### src/rtl/kanagawa_credit_sender.sv
// Producer-side credit pool for a credit-flow-controlled link: spends one
// credit per issued event and replenishes from the receiver's returned count.
module kanagawa_credit_sender #(
  parameter int                 LOG_DEPTH         = 1,
  parameter int                 RETURN_WIDTH      = 1,
  parameter logic [LOG_DEPTH:0] LOW_CREDIT_MARGIN = 1
) (
  input  logic                    clk,
  input  logic                    rst,
  input  logic                    valid_in,
  output logic                    ready_out,
  output logic                    send_out,
  input  logic [RETURN_WIDTH-1:0] credit_return_in,
  output logic [LOG_DEPTH:0]      credits_out,
  output logic                    low_credit_out,
  output logic                    idle_out,
  output logic                    overflow_err_out
);

  localparam int                 CW   = LOG_DEPTH + 1;
  localparam int                 SW   = LOG_DEPTH + RETURN_WIDTH + 1;
  localparam logic [CW-1:0]      FULL = CW'(1) << LOG_DEPTH;
  localparam logic               LOW_AT_RESET = (FULL <= LOW_CREDIT_MARGIN);

  logic [CW-1:0] r_credits;
  logic          r_ready;
  logic          r_low;
  logic          r_idle;
  logic          r_err;

  logic          w_send;
  logic [SW-1:0] w_sum;
  logic          w_overflow;
  logic [CW-1:0] w_credits_nxt;

  // Sending needs r_ready, so credits >= 1 and the subtraction cannot wrap.
  assign w_send = valid_in & r_ready & ~rst;

  always_comb begin
    w_sum         = SW'(r_credits) + SW'(credit_return_in) - SW'(w_send);
    w_overflow    = (w_sum > SW'(FULL));
    w_credits_nxt = w_overflow ? FULL : w_sum[CW-1:0];
  end

  // NOTE: sequential state uses non-blocking assignments so every register
  // samples the pre-edge values regardless of statement order.
  always_ff @(posedge clk) begin
    if (rst) begin
      r_credits <= FULL;
      r_ready   <= 1'b1;
      r_low     <= LOW_AT_RESET;
      r_idle    <= 1'b1;
      r_err     <= 1'b0;
    end else begin
      r_credits <= w_credits_nxt;
      r_ready   <= (w_credits_nxt != '0);
      r_low     <= (w_credits_nxt <= LOW_CREDIT_MARGIN);
      r_idle    <= (w_credits_nxt == FULL);
      r_err     <= r_err | w_overflow;
    end
  end

  assign send_out         = w_send;
  assign ready_out        = r_ready;
  assign credits_out      = r_credits;
  assign low_credit_out   = r_low;
  assign idle_out         = r_idle;
  assign overflow_err_out = r_err;

endmodule

### config.mk
export PLATFORM = sky130hd
export DESIGN_NAME = kanagawa_credit_sender
export DESIGN_NICKNAME = d
export VERILOG_FILES = /design/src/rtl/kanagawa_credit_sender.sv
export SDC_FILE = /design/constraint.sdc
export NUM_CORES = 1
export LEC_CHECK = 0
export CAP_MARGIN = 20
export CELL_PAD_IN_SITES_DETAIL_PLACEMENT = 0
export CELL_PAD_IN_SITES_GLOBAL_PLACEMENT = 2
export CORE_AREA = 2 2 39 41
export CTS_CLUSTER_DIAMETER = 30
export DETAILED_ROUTE_END_ITERATION = 7
export DIE_AREA = 0 0 41 43
export PLACE_DENSITY_LB_ADDON = 0.1
export SYNTH_ARGS = -nofsm -noshare
export SYNTH_HDL_FRONTEND = slang
export SYNTH_SLANG_ARGS = --single-unit
### constraint.sdc
create_clock -name clk -period 3.25 [get_ports clk]
set_input_delay 0.65 -clock clk [delete_from_list [all_inputs] [get_ports clk]]
set_output_delay 0.65 -clock clk [all_outputs]
set_load 0.01 [all_outputs]
==> impl_metrics.yaml, run 1 <==
synth:
  syn-instance-count: 22
  synth_register_bits: 5
  yosysWarningCount: 0
  synth.top_cells.by_area: "dfxtp_1, ha_1, fa_1"
  post-synth-top-area-fraction_pct: 41.2
  netlist_top_cells_count: "dfxtp_1, inv_1, ha_1"
  synthDistinctLibCells: 14
  synth-seq-area-share_pct: 41.2
  avgSynthCellArea_um2: 11.0
  synthDominantAreaCellType: "dfxtp_1"
  ys.flop_type: "dfxtp_1"
  synth_edf_count: 0
  synth_area_um2: 243
  synth_async_sr_flop_share_pct: 0
  postSynthNetCount: 29
  yosys.cell_count.top_type: "dfxtp_1"
global_routing:
  global_route_wire_length_before_repair_um: 745
  first_global_vias: 175
  overall_global_routing_usage_pct: 7.05
  grt.overflow.total: 0
  antenna_found_initial: 0
  grt_start_max_net_pins: 7
pwr:
  clock_power_share_pct: 19.7
  total_switching_power_uw: 127
  pwr-share-seq_pct: 28.2
  totalPowerFinal_uw: 374
  static-leakage-power_uw: 0.000165
  pwr_density_cell_nw_per_um2: 979
  intPower_uw: 246
  max-vdd-ir-drop_v: 0.000266
  pwr-share-comb_pct: 52.1
  power.switching_fraction_pct: 34.0
clocking:
  clock_tree_from_tritoncts: "built"
  clock_tree.htree_level_count: 1
  clock_path_buffers: 2
  post_cts_hold_buffer_count: 0
  insertion_delay_ps: 250
  cts-buffers-inserted: 3
  postCtsResizedCells: 0
  clk_transition_reported_paths_ps: 40
  cts_root_buffer: "clkbuf_4"
  numClockSinks: 5
  cts_post_setup_buffers_inserted: 0
sta:
  final.min_clock_period_ps: 2540
  rsz_0062_raised_after_global_routing: "no"
  timing.slew.headroom_pct: 84.0
  fmax_ghz: 0.394
  final.setup_skew_ps: 2.74
  timing.final.setup_violations: 0
  timing.setup.tns_ps: 0
  finalCritPeriodShare_pct: 78.2
  worstMarginPinSlew_ps: 239
  fin_hold_viols: 0
  report.final.slew_viol_count: 0
critical_path:
  cp_data_arrival_time_ps: 1890
  worst-path-max-fanout: 6
  critPathKind: "in2out"
  worstPathRequired_ps: 2600
  worstRegToRegCells: 9
  timing.reg2reg.setup_slack_ps: 1330
  crit_path_end_kind: "output port"
  r2r_end: "low_credit_out"
  setup.worst_path.start_class: "primary input"
  r2r-start: "ready_out"
status:
  status: "completed"
final_layout:
  layout.filler_cells: 145
  final_net_count: 43
  area_growth_syn_to_layout_pct: 57.2
  layout-drive-gt1-share_pct: 14.3
  diodes: 0
placement:
  gpl.final_weighted_congestion: 0.636
  io_buffer_count: 10
floorplan:
  chipWidth_um: 41
  core_um2: 1380
  die_h_um: 43
  top_level_pins: 11
  core.rowCount: 14
  initial_core_util_pct: 17.5
  fp.dieArea_um2: 1760
routing:
  detail_route.wl_per_cell_um: 9.37
  wire_length_reported_by_the_detailed_router_um: 478
  drt_drc_violations_left: 0
  first_pass_detailed_route_iteration_total: 1
  vias: 187
  detail_route.vias_per_cell: 3.67
  route.antenna.remaining_nets: 0
  drt_initial_violations: 0
run:
  max_cap_violations: 0
hold_path:
  hold_path_class: "reg2reg"
  timing.hold.worst.start: "overflow_err_out"
  holdPathEnd: "overflow_err_out"
  holdPathStages: 2
==> registers in the layout (all words and copies together), names as in the netlist <==
| name | cells |
|---|---|
| credits_out | 2 |
| low_credit_out | 1 |
| overflow_err_out | 1 |
| ready_out | 1 |
==> stage by stage <==
stage                     worst slack, ps  cells  hold slack, ps  area [um2]  util (%)
after floorplan                       995     22             473         243         -
after global routing                  616     51             507         382      27.6
after CTS                             701     51             479         382      27.6
final                                 709     51             469         382      27.6
after detailed placement              490     47             460         355      25.7
after global placement                504     47             473         355      25.7
==> cell type report <==
type	instances	area [um2]	share of cell area [%]
repair buffers	10	100	26.2
flip-flops and latches	5	100	26.2
multi-input cells	12	120	31.5
inverters	4	15.0	3.93
well taps	16	20.0	5.25
clock buffers	4	26.3	6.89
==> worst max path at each step <==
stage / slack [ps] / from / to / cells after the start
3_3_place_gp: 500 / rst / low_credit_out / 9
3_5_place_dp: 490 / rst / low_credit_out / 9
6_report: 710 / rst / send_out / 3
2_1_floorplan: 990 / valid_in / low_credit_out / 9
5_1_grt: 620 / rst / credits_out[0] / 9
4_1_cts: 700 / rst / send_out / 3
==> critical path: stages <==
cell and delay, ps:
clkdlybuf4s50_1 490, nor2_1 190, clkdlybuf4s50_1 560
==> metal layers <==
layer | GRT usage (%) | vias up | part of all wire (%)
met4 | 8.00 | 0 | 3.6
met5 | 0 | - | 0
met1 | 8.44 | 80 | 42
met3 | 3.14 | 2 | 9.8
li1 | - | 96 | -
met2 | 8.13 | 9 | 45
==> cell families after synthesis <==
group                      after synthesis  share of synthesized area, %
DFF                                      5                          41.2
xor gates and xnor gates                 1                          6.70
and+or+nand+nor                          7                          21.6
buffers and inverters                    5                          9.28
AOI/OAI and AO/OA                        1                          2.58
adders and majority gates                3                          18.6
==> power by group through the flow <==
| stage | clock network [uW] | logic (uW) | registers (uW) |
|---|---|---|---|
| 2_1_floorplan | 0 | 104 | 119 |
| 3_3_place_gp | 0 | 201 | 106 |
| 3_5_place_dp | 0 | 196 | 107 |
| 4_1_cts | 76.6 | 199 | 106 |
| 5_1_grt | 80.9 | 213 | 109 |
| 6_report | 73.6 | 195 | 105 |
==> layout by cell type, fill, tap and decap left out <==
cell type	netlist	routed
clkdlybuf4s50_1	0	10
dfxtp_1	5	5
inv_1	4	4
clkbuf_4	0	3
ha_1	2	2
nand2_1	1	1
nor2_1	1	1
xnor2_2	1	1
and4b_1	1	1
nand3b_1	1	1
nand4bb_1	1	1
and3b_2	1	1
nand2b_1	1	1
a31oi_1	1	1
fa_1	1	1
clkbuf_1	0	1
Power figures use the tool's default switching activity.
==> run 2, diff against run 1 <==
==> constraint.sdc (replaced) <==
create_clock -name clk -period 2.35 [get_ports clk]
set_input_delay 0.47 -clock clk [delete_from_list [all_inputs] [get_ports clk]]
set_output_delay 0.47 -clock clk [all_outputs]
set_load 0.01 [all_outputs]
==> run 2 against run 1 <==
  * Worst hold slack lost 2.3 ps
  * Register-to-register slack worse by 810 ps
  * Sequential power grew 39%
  * Sequential share of layout area decreased by 0.26 points
  * Critical path depth grew 7
  * Non-clock buffer count stayed put
  * Cell count is the same
  * Clock skew decreased by 0.59 ps
  * Setup slack worse by 540 ps
  * Wire length is 1.3% higher
  * Clock-buffer cell count did not move
  * Power grew 41%
  * Critical path type is now in2reg
  * Largest cell class unchanged
  * Largest power group unchanged
  * Highest routed layer unchanged
==> impl_metrics.yaml, run 2 (same netlist as run 1, synthesis figures left out) <==
placement:
  gpl.final_weighted_congestion: 0.652
  io_buffer_count: 10
  placed_cells_incl_taps: 47
  dp_hpwl_um: 369
critical_path:
  cp_data_arrival_time_ps: 2310
  worst-path-max-fanout: 5
  crit_path_end_kind: "flop"
  worstPathRequired_ps: 2470
  worstRegToRegCells: 9
  critPathKind: "in2reg"
  setup.worst_path.start_class: "primary input"
  timing.reg2reg.setup_slack_ps: 520
  r2r_end: "overflow_err_out"
  r2r-start: "ready_out"
sta:
  report.final.slew_viol_count: 0
  worstMarginPinSlew_ps: 245
  timing.final.setup_violations: 0
  final.setup_skew_ps: 2.15
  rsz_0062_raised_after_global_routing: "no"
  fmax_ghz: 0.458
  final.min_clock_period_ps: 2180
  finalCritPeriodShare_pct: 93.0
  fin_hold_viols: 0
  timing.slew.headroom_pct: 83.6
pwr:
  max-vdd-ir-drop_v: 0.000387
  pwr_density_cell_nw_per_um2: 1360
  totalPowerFinal_uw: 526
  static-leakage-power_uw: 0.000166
global_routing:
  antenna_found_initial: 0
  overall_global_routing_usage_pct: 7.25
  grt.overflow.total: 0
  global_route_wire_length_before_repair_um: 738
  grt_start_max_net_pins: 7
  first_global_vias: 171
routing:
  wire_length_reported_by_the_detailed_router_um: 484
  route.antenna.remaining_nets: 0
  detail_route.wl_per_cell_um: 9.49
  drt_initial_violations: 1
  detail_route.vias_per_cell: 3.82
  drt_drc_violations_left: 0
  first_pass_detailed_route_iteration_total: 3
  vias: 195
floorplan:
  fp.dieArea_um2: 1760
  initial_core_util_pct: 17.5
  die_h_um: 43
  chipWidth_um: 41
  core_um2: 1380
  top_level_pins: 11
  core.rowCount: 14
final_layout:
  commonest_cells_after_routing_fill_and_taps_aside: "clkdlybuf4s50_1, dfxtp_1, inv_1"
  regArea_um2: 100
  finish.cell_count_without_fillers: 51
  layout-drive-gt1-share_pct: 20.0
  area_growth_syn_to_layout_pct: 58.8
  multiInputGateArea_um2: 125
  mostFrequentLayoutCell: "clkdlybuf4s50_1"
  max_ffs_per_register: 2
  diodes: 0
  final_core_utilization_pct: 27.8
  layout.filler_cells: 159
  final_net_count: 43
hold_path:
  timing.hold.worst.start: "overflow_err_out"
  holdPathEnd: "overflow_err_out"
  holdPathStages: 2
  hold_path_class: "reg2reg"
clocking:
  cts-buffers-inserted: 3
  clk_transition_reported_paths_ps: 50
  clock_path_buffers: 2
  clock_tree_from_tritoncts: "built"
  clock_tree.htree_level_count: 1
  numClockSinks: 5
  insertion_delay_ps: 250
  cts_root_buffer: "clkbuf_4"
  cts_post_setup_buffers_inserted: 0
status:
  status: "completed"
run:
  max_cap_violations: 0
[run 2: changes by cell type in the layout (fill, tap and decap cells not counted), sizes merged]
cell	before	now
dlygate4sd2	0	1
clkdlybuf4s50	10	9
[run 2: per-stage QoR]
| step | TNS, ps | instance area (um2) | hold slack [ps] | worst slack (ps) |
|---|---|---|---|---|
| 2_1_floorplan | 0 | 243 | 473 | 275 |
| 3_3_place_gp | -1180 | 355 | 458 | -253 |
| 3_5_place_dp | -1380 | 355 | 457 | -295 |
| 4_1_cts | 0 | 380 | 473 | 65.9 |
| 5_1_grt | 0 | 385 | 525 | 15.2 |
| 6_report | 0 | 385 | 466 | 165 |
[run 2: how the worst max path moves through the flow]
stage / endpoint / slack (ps) / startpoint / depth (start not counted)
6_report: overflow_err_out / 170 / valid_in / 10
5_1_grt: credits_out[0] / 20 / valid_in / 10
4_1_cts: credits_out[0] / 70 / valid_in / 10
3_5_place_dp: low_credit_out / -300 / rst / 9
3_3_place_gp: credits_out[0] / -250 / rst / 9
2_1_floorplan: low_credit_out / 270 / valid_in / 9
[run 2: repair_timing]
action	in CTS	in global routing
endpoints found under the setup margin	4	5
hold buffers	0	0
resized for setup	1	2
endpoints found under the hold margin	0	0
pin swaps	1	1
[run 2: metal layers]
layer	GRT usage, %	share of wire, %	vias to the layer above	wire, um
met3	3.66	11	2	52
met5	0	0	-	0
met1	9.74	40	88	195
met4	8.00	3.1	0	15
li1	-	-	96	-
met2	7.19	46	9	221
[run 2: power by group]
part,switching [uW],internal [uW],total (uW)
clock,37.8,64.4,102
sequential,24.6,122,146
combinational,117,160,277
total,179,346,526
[run 2: area by class of cell]
class	instances	area share (%)
flip-flops and latches	5	26.0
repair buffers	10	25.6
clock buffers	4	6.82
well taps	16	5.19
multi-input cells	12	32.5
inverters	4	3.90
[run 2: worst max-delay path, stage by stage]
cell	delay (ps)
clkdlybuf4s50_1	450
nand2_1	60
nor2_2	100
ha_1	240
inv_1	50
ha_1	130
inv_1	50
fa_2	560
nand2b_1	120
a31oi_1	80
